### config.mk
export PLATFORM = sky130hd
export DESIGN_NAME = logic_basic_queue_generic_credit
export DESIGN_NICKNAME = d
export VERILOG_FILES = /design/src/rtl/logic_basic_queue_generic_credit.sv
export SDC_FILE = /design/constraint.sdc
export NUM_CORES = 1
export LEC_CHECK = 0
export ABC_AREA = 1
export CAP_MARGIN = 20
export CORE_UTILIZATION = 35
export DETAILED_ROUTE_END_ITERATION = 6
export PLACE_DENSITY = 0.82
export SYNTH_ARGS = -nofsm -noshare
export SYNTH_HDL_FRONTEND = slang
export SYNTH_SLANG_ARGS = --single-unit
### constraint.sdc
create_clock -name aclk -period 3.35 [get_ports aclk]
set_input_delay 0.5025 -clock aclk [delete_from_list [all_inputs] [get_ports aclk]]
set_output_delay 0.5025 -clock aclk [all_outputs]
set_load 0.02 [all_outputs]
### src/rtl/logic_basic_queue_generic_credit.sv
// Credit-based sender feeding a downstream queue write port with no backpressure.
// The credit counter tracks free slots downstream. A returned credit that would exceed the queue depth is flagged.
module logic_basic_queue_generic_credit #(
    parameter int ADDRESS_WIDTH   = 1,
    parameter int DATA_WIDTH      = 8,
    parameter int INITIAL_CREDITS = 2 ** ADDRESS_WIDTH
) (
    input  logic                    aclk,
    input  logic                    areset,
    input  logic                    rx_tvalid,
    output logic                    rx_tready,
    input  logic [DATA_WIDTH-1:0]   rx_tdata,
    output logic                    tx_tvalid,
    output logic [DATA_WIDTH-1:0]   tx_tdata,
    input  logic                    credit_return,
    output logic [ADDRESS_WIDTH:0]  credits,
    output logic                    credits_empty,
    output logic                    credits_full,
    output logic                    error_overflow
);

    localparam int                   MAX_CREDITS = 2 ** ADDRESS_WIDTH;
    localparam logic [ADDRESS_WIDTH:0] MAX_C     = (ADDRESS_WIDTH+1)'(MAX_CREDITS);
    localparam logic [ADDRESS_WIDTH:0] INIT_C    = (ADDRESS_WIDTH+1)'(INITIAL_CREDITS);
    localparam logic [ADDRESS_WIDTH:0] ONE_C     = (ADDRESS_WIDTH+1)'(1);

    // Handshake: a word moves when rx_tvalid and rx_tready are both high on a
    // rising edge. rx_tready depends only on the credit register, so it never
    // combinationally follows rx_tvalid or credit_return. tx_tvalid is a
    // one-cycle write strobe into the downstream queue and cannot be stalled.
    logic                   transfer;
    logic [ADDRESS_WIDTH:0] credits_next;
    logic                   overflow_event;

    assign rx_tready     = (credits != '0);
    assign transfer      = rx_tvalid && rx_tready;
    assign credits_empty = (credits == '0);
    assign credits_full  = (credits == MAX_C);

    always_comb begin
        credits_next   = credits;
        overflow_event = 1'b0;
        if (transfer && !credit_return) begin
            credits_next = credits - ONE_C;
        end else if (credit_return && !transfer) begin
            // At full depth the return is bogus: saturate and flag it.
            if (credits == MAX_C) begin
                overflow_event = 1'b1;
            end else begin
                credits_next = credits + ONE_C;
            end
        end
    end

    always_ff @(posedge aclk or posedge areset) begin
        if (areset) begin
            credits        <= INIT_C;
            error_overflow <= 1'b0;
        end else begin
            credits <= credits_next;
            if (overflow_event) begin
                error_overflow <= 1'b1;
            end
        end
    end

    always_ff @(posedge aclk or posedge areset) begin
        if (areset) begin
            tx_tvalid <= 1'b0;
            tx_tdata  <= '0;
        end else begin
            tx_tvalid <= transfer;
            if (transfer) begin
                tx_tdata <= rx_tdata;
            end
        end
    end

endmodule

==> impl_metrics.toml, run 1 <==
[cells_and_area]
num-fill-cells = 117
n_antenna_cell = 0
postLayoutCoreUtil = 0.624
area_growth_pct = 59.9
regArea_um2 = 302
final_common_cell = "nand2_1"
multi_input_comb_area_um2 = 189
layout.nets = 107
drive_above_1_share = 0.0978
mostFrequentLayoutCells = "32 x nand2_1, 26 x clkdlybuf4s50_1, 11 x dfrtp_1"

[flow_run]
max_cap_viol_count = 0

[synthesis]
synth_top_area_share = 0.523
syn_area_um2 = 527
yosysWarnings = 0
yosysUniqueCellTypes = 12
avgSynthCellArea_um2 = 8.50
synth_top_cell_by_area = "dfrtp_1"
synth_nets = 76
ys_top_cells_by_area = "dfrtp_1 52%, nand2_1 23%, dfstp_2 5.0%"
syn_inst = 62
synth_seq_cells = 12
seq_area_frac_synth = 0.572

[setup_path]
critPathMaxStageDelay_ns = 0.60
cp.required_ns = 2.85
crit_slowest_cell = "dfstp_2"
path_cells = "inv_2 > nor2_1 > clkdlybuf4s50_1"
end_kind = "output pin"
criticalPathCategory = "flip-flop to output pin"
critical_path_arrival_ns = 1.61
cp-start-kind = "flip-flop"
crit_path_max_fanout = 5

[detailed_routing]
vias = 478
ant_nets = 0
wl_per_cell_um = 10.9
via_per_inst = 4.47
first_pass_iters = 4
detail_route.drc_violations = 0
drt_iter0_drc = 12
wl_um = 1170

[pwr]
power_density_nw_per_um2 = 963
ir_drop_mv = 0.409
power.leakage_nw = 0.425

[global_route]
grt_pass1_wl_um = 1820
grt_overflow = 0
grt_max_degree = 13
antenna_found_initial = 0
grt_pass1_vias = 457
grtUsageTotal = 0.167

[die]
core_um2 = 1350
start_util = 0.390
row_count = 13
die_h_um = 40.8
dieWidth_um = 40.8
pin_count = 27
dieArea_um2 = 1660

[timing]
hold_viol_final = 0
fin_crit_sh = 0.632
min_period_ns = 2.12
setup_viol = 0
grt_setup_unrepaired = "no"
tightestPinTransition_ns = 0.451
clock.fmax_mhz = 473
finalSetupTns_ns = 0
slew_headroom = 0.699
slew_violations = 0
fin_skew_ns = 0.000785

[clocking]
post-cts-setup-buffer-count = 0
cts.path.max_buffers = 2
h-tree-depth = 1
cts-buffers-inserted = 3
cts.sinks = 12
cts_root_buf = "clkbuf_4"
cts_tree = "done"
insertion_delay_ns = 0.27
clk_pin_slew_ns = 0.07
hold_buffers = 0
cts-resized-gates = 0

[status]
outcome = "finished clean"

[place]
io_buffers = 26
place.gp.congestion = 0.738
hpwl_um = 901

[worst_hold_path]
min_path_type = "flip-flop to flip-flop"
==> path summary, 6_finish.rpt <==
| check | start | to | slack [ns] | depth (start not counted) |
|---|---|---|---|---|
| max in group asynchronous | areset | credits[1] | 2.48 | 2 |
| min in group asynchronous | areset | tx_tdata[5] | 0.53 | 2 |
| worst min-delay path | error_overflow | error_overflow | 0.47 | 2 |
| worst min register to register | error_overflow | error_overflow | 0.47 | 2 |
| worst max register to register | credits[0] | error_overflow | 1.75 | 8 |
| worst max-delay path | credits[1] | credits_full | 1.23 | 3 |
==> per-stage QoR <==
step / power, mW / hold slack (ns) / std cells / cell area [um2] / setup WS [ns]
2_1_floorplan: 0.490 / 0.366 / 62 / 527 / 1.75
3_3_place_gp: 0.689 / 0.448 / 103 / 806 / 1.52
3_5_place_dp: 0.702 / 0.456 / 103 / 806 / 1.49
4_1_cts: 0.818 / 0.476 / 107 / 842 / 1.23
5_1_grt: 0.872 / 0.492 / 107 / 842 / 1.17
6_report: 0.811 / 0.466 / 107 / 842 / 1.23
==> cell usage after synthesis <==
cell / n
nand3_1: 1
nor2_1: 3
inv_2: 2
nand2_1: 32
dfrtp_1: 11
dfstp_2: 1
o21ai_4: 1
ha_1: 2
nand4_1: 1
inv_1: 6
a21oi_1: 1
inv_4: 1
==> report_power, final <==
| part | internal (mW) | switching [mW] | leakage, nW |
|---|---|---|---|
| logic | 0.199 | 0.234 | 0.261 |
| clock network | 0.0660 | 0.0474 | 0.0210 |
| registers | 0.212 | 0.0529 | 0.143 |
==> critical path, delay by kind of cell (launching register included) <==
family / cells / cell delay [ns]
buffers and inverters: 2 / 0.66
flip-flops: 1 / 0.60
AND/OR/NAND/NOR: 1 / 0.08
==> registers in the layout, summed over array words and instances, names as in the netlist <==
name,cells
error_overflow,1
credits,2
tx_tdata,8
tx_tvalid,1
==> per-layer routing <==
metal,wire (um),track usage
met5,0,0
met3,83,0.0326
met1,495,0.189
met4,0,0.0750
met2,592,0.297
==> cell type report <==
type | count | area share
Timing Repair Buffer | 26 | 0.309
Inverter | 9 | 0.0431
Tap cell | 15 | 0.0223
Sequential cell | 12 | 0.358
Clock buffer | 4 | 0.0431
Multi-Input combinational cell | 41 | 0.224
==> cells by family after synthesis <==
group / count (synthesis) / synth area share
simple gates: 37 / 0.271
flops: 12 / 0.572
buf+inv: 9 / 0.0689
compound gates: 2 / 0.0404
fa+ha+maj: 2 / 0.0475
No activity file was read; power rests on OpenSTA's default activity.
==> run 2: changes to the inputs <==
- CORE_UTILIZATION: 35 -> 33
- PLACE_DENSITY: 0.82 -> 0.81
- clock period: 3.35 -> 1.8 ns (I/O delays scaled with it)
==> impl_metrics.toml, run 2 (synthesis results as in run 1) <==
[status]
outcome = "finished clean"

[detailed_routing]
drt_iter0_drc = 11
ant_nets = 0
wl_um = 1110
detail_route.drc_violations = 0
vias = 486
first_pass_iters = 5
wl_per_cell_um = 10.2
via_per_inst = 4.46

[setup_path]
path_cells = "clkdlybuf4s50_1"
critPathTopFamily = "buffers and inverters"
r2r-end = "error_overflow"
end_kind = "output pin"
ff2ff_setup_slack_ns = 0.26
worst-path-buf-inv = 1
criticalPathCategory = "flip-flop to output pin"
critPathMaxStageDelay_ns = 0.66
critical_path_arrival_ns = 1.43
rr_startpoint = "credits[0]"
reg2reg_depth = 8
cp-start-kind = "flip-flop"
cp.required_ns = 1.53
crit_slowest_cell = "clkdlybuf4s50_1"
crit_path_max_fanout = 7
cp_num_cells = 1

[clocking]
cts_tree = "done"
cts.path.max_buffers = 2
cts.sinks = 12
h-tree-depth = 1
insertion_delay_ns = 0.27
cts_root_buf = "clkbuf_4"
clk_pin_slew_ns = 0.07
post-cts-setup-buffer-count = 0
cts-buffers-inserted = 3

[global_route]
grt_pass1_vias = 468
grt_pass1_wl_um = 2080
grt_overflow = 0
antenna_found_initial = 0
grt_max_degree = 13
grtUsageTotal = 0.165

[pwr]
internal-power_uw = 867
clock_power_share = 0.143
p_sw_frac = 0.413
switching_power_uw = 610
ir_drop_mv = 0.815
power_mw = 1.48
power.leakage_nw = 0.446
p_comb_frac = 0.527
power_density_nw_per_um2 = 1740
seqPwrFrac = 0.330

[die]
dieWidth_um = 42.0
row_count = 14
die_h_um = 42.0
core_um2 = 1510
dieArea_um2 = 1760
start_util = 0.350
pin_count = 27

[cells_and_area]
top_register = "tx_tdata"
num-fill-cells = 152
largest_register_ffs = 8
mostFrequentLayoutCells = "32 x nand2_1, 22 x clkdlybuf4s50_1, 11 x dfrtp_1"
area_growth_pct = 61.3
n_antenna_cell = 0
drive_above_1_share = 0.108
layout.nets = 108
reg_top3 = "tx_tdata: 8 flops, credits: 2 flops"
final_common_cell = "nand2_1"
fin_cells = 109

[place]
hpwl_um = 848
dp.cells = 105
io_buffers = 26
place.gp.congestion = 0.804
post-place-ws_ns = 0.156

[timing]
fin_ws_ns = 0.0960
slew_headroom = 0.709
finalSetupTns_ns = 0
fin_skew_ns = 0.00236
setup_viol = 0
clock.fmax_mhz = 587
tightestPinTransition_ns = 0.436
hold_viol_final = 0
min_period_ns = 1.70
fin_crit_sh = 0.947
slew_violations = 0
grt_setup_unrepaired = "no"

[flow_run]
max_cap_viol_count = 0

[worst_hold_path]
min_path_type = "input port to async pin"
-- run 2: cell count changes in the layout (fill, tap and decap cells not counted), sizes merged --
cell / delta
clkdlybuf4s50: -4
buf: +1
dlymetal6s2s: +1
dlygate4sd2: +3
-- run 2: worst max path at each step --
stage / endpoint / from / slack, ns
after global routing: credits[0] / credits[0] / 0.02
after CTS: credits[1] / credits[1] / 0.02
after detailed placement: credits[0] / rx_tvalid / 0.16
final: credits[0] / credits[0] / 0.1
after global placement: credits[0] / rx_tvalid / 0.20
after floorplan: error_overflow / credits[0] / 0.29
-- run 2: area by class of cell --
type	count	area (um2)	share of cell area
Tap cell	16	20.0	0.0236
Inverter	9	36.3	0.0427
Timing Repair Buffer	27	267	0.314
Clock buffer	4	36.3	0.0427
Sequential cell	12	302	0.355
Multi-Input combinational cell	41	189	0.222
-- run 2: per-stage QoR --
step | util | area, um2 | hold WS (ns)
floorplan | - | 527 | 0.134
global placement | 0.541 | 815 | 0.461
detailed placement | 0.541 | 815 | 0.464
CTS | 0.562 | 847 | 0.312
global route | 0.564 | 850 | 0.324
finish | 0.564 | 850 | 0.297
-- run 2: worst register-to-register path: cells and delay by family (launching register included) --
family                   cells  cell delay [ns]
flip-flops                   1             0.48
buffers and inverters        2             0.10
AO/OA/AOI/OAI                1             0.36
adder cells (fa/ha/maj)      1             0.21
AND/OR/NAND/NOR              4             0.35
-- run 2: layer usage --
metal | share of wire | global-route usage | vias to the layer above
met5 | 0 | 0 | -
met2 | 0.45 | 0.241 | 24
li1 | - | - | 249
met3 | 0.081 | 0.0739 | 4
met4 | 0.022 | 0.0968 | 0
met1 | 0.45 | 0.199 | 209
-- run 2: power by group through the flow --
stage | registers (mW) | logic, mW | clock network, mW
floorplan | 0.632 | 0.281 | 0
global placement | 0.487 | 0.800 | 0
detailed placement | 0.493 | 0.816 | 0
CTS | 0.489 | 0.789 | 0.221
global route | 0.506 | 0.853 | 0.243
finish | 0.487 | 0.778 | 0.211
-- run 2: timing repair --
action                     CTS  global route
hold buffers                 0             0
setup endpoints to repair    3             1
gates resized for setup      3             1
==> run 3: changes to the inputs <==
- CAP_MARGIN: 20 -> 5
- SKIP_LAST_GASP: not set -> 1
==> results of run 3 <==
Final layout, timing and power as in run 2 (identical DEF).
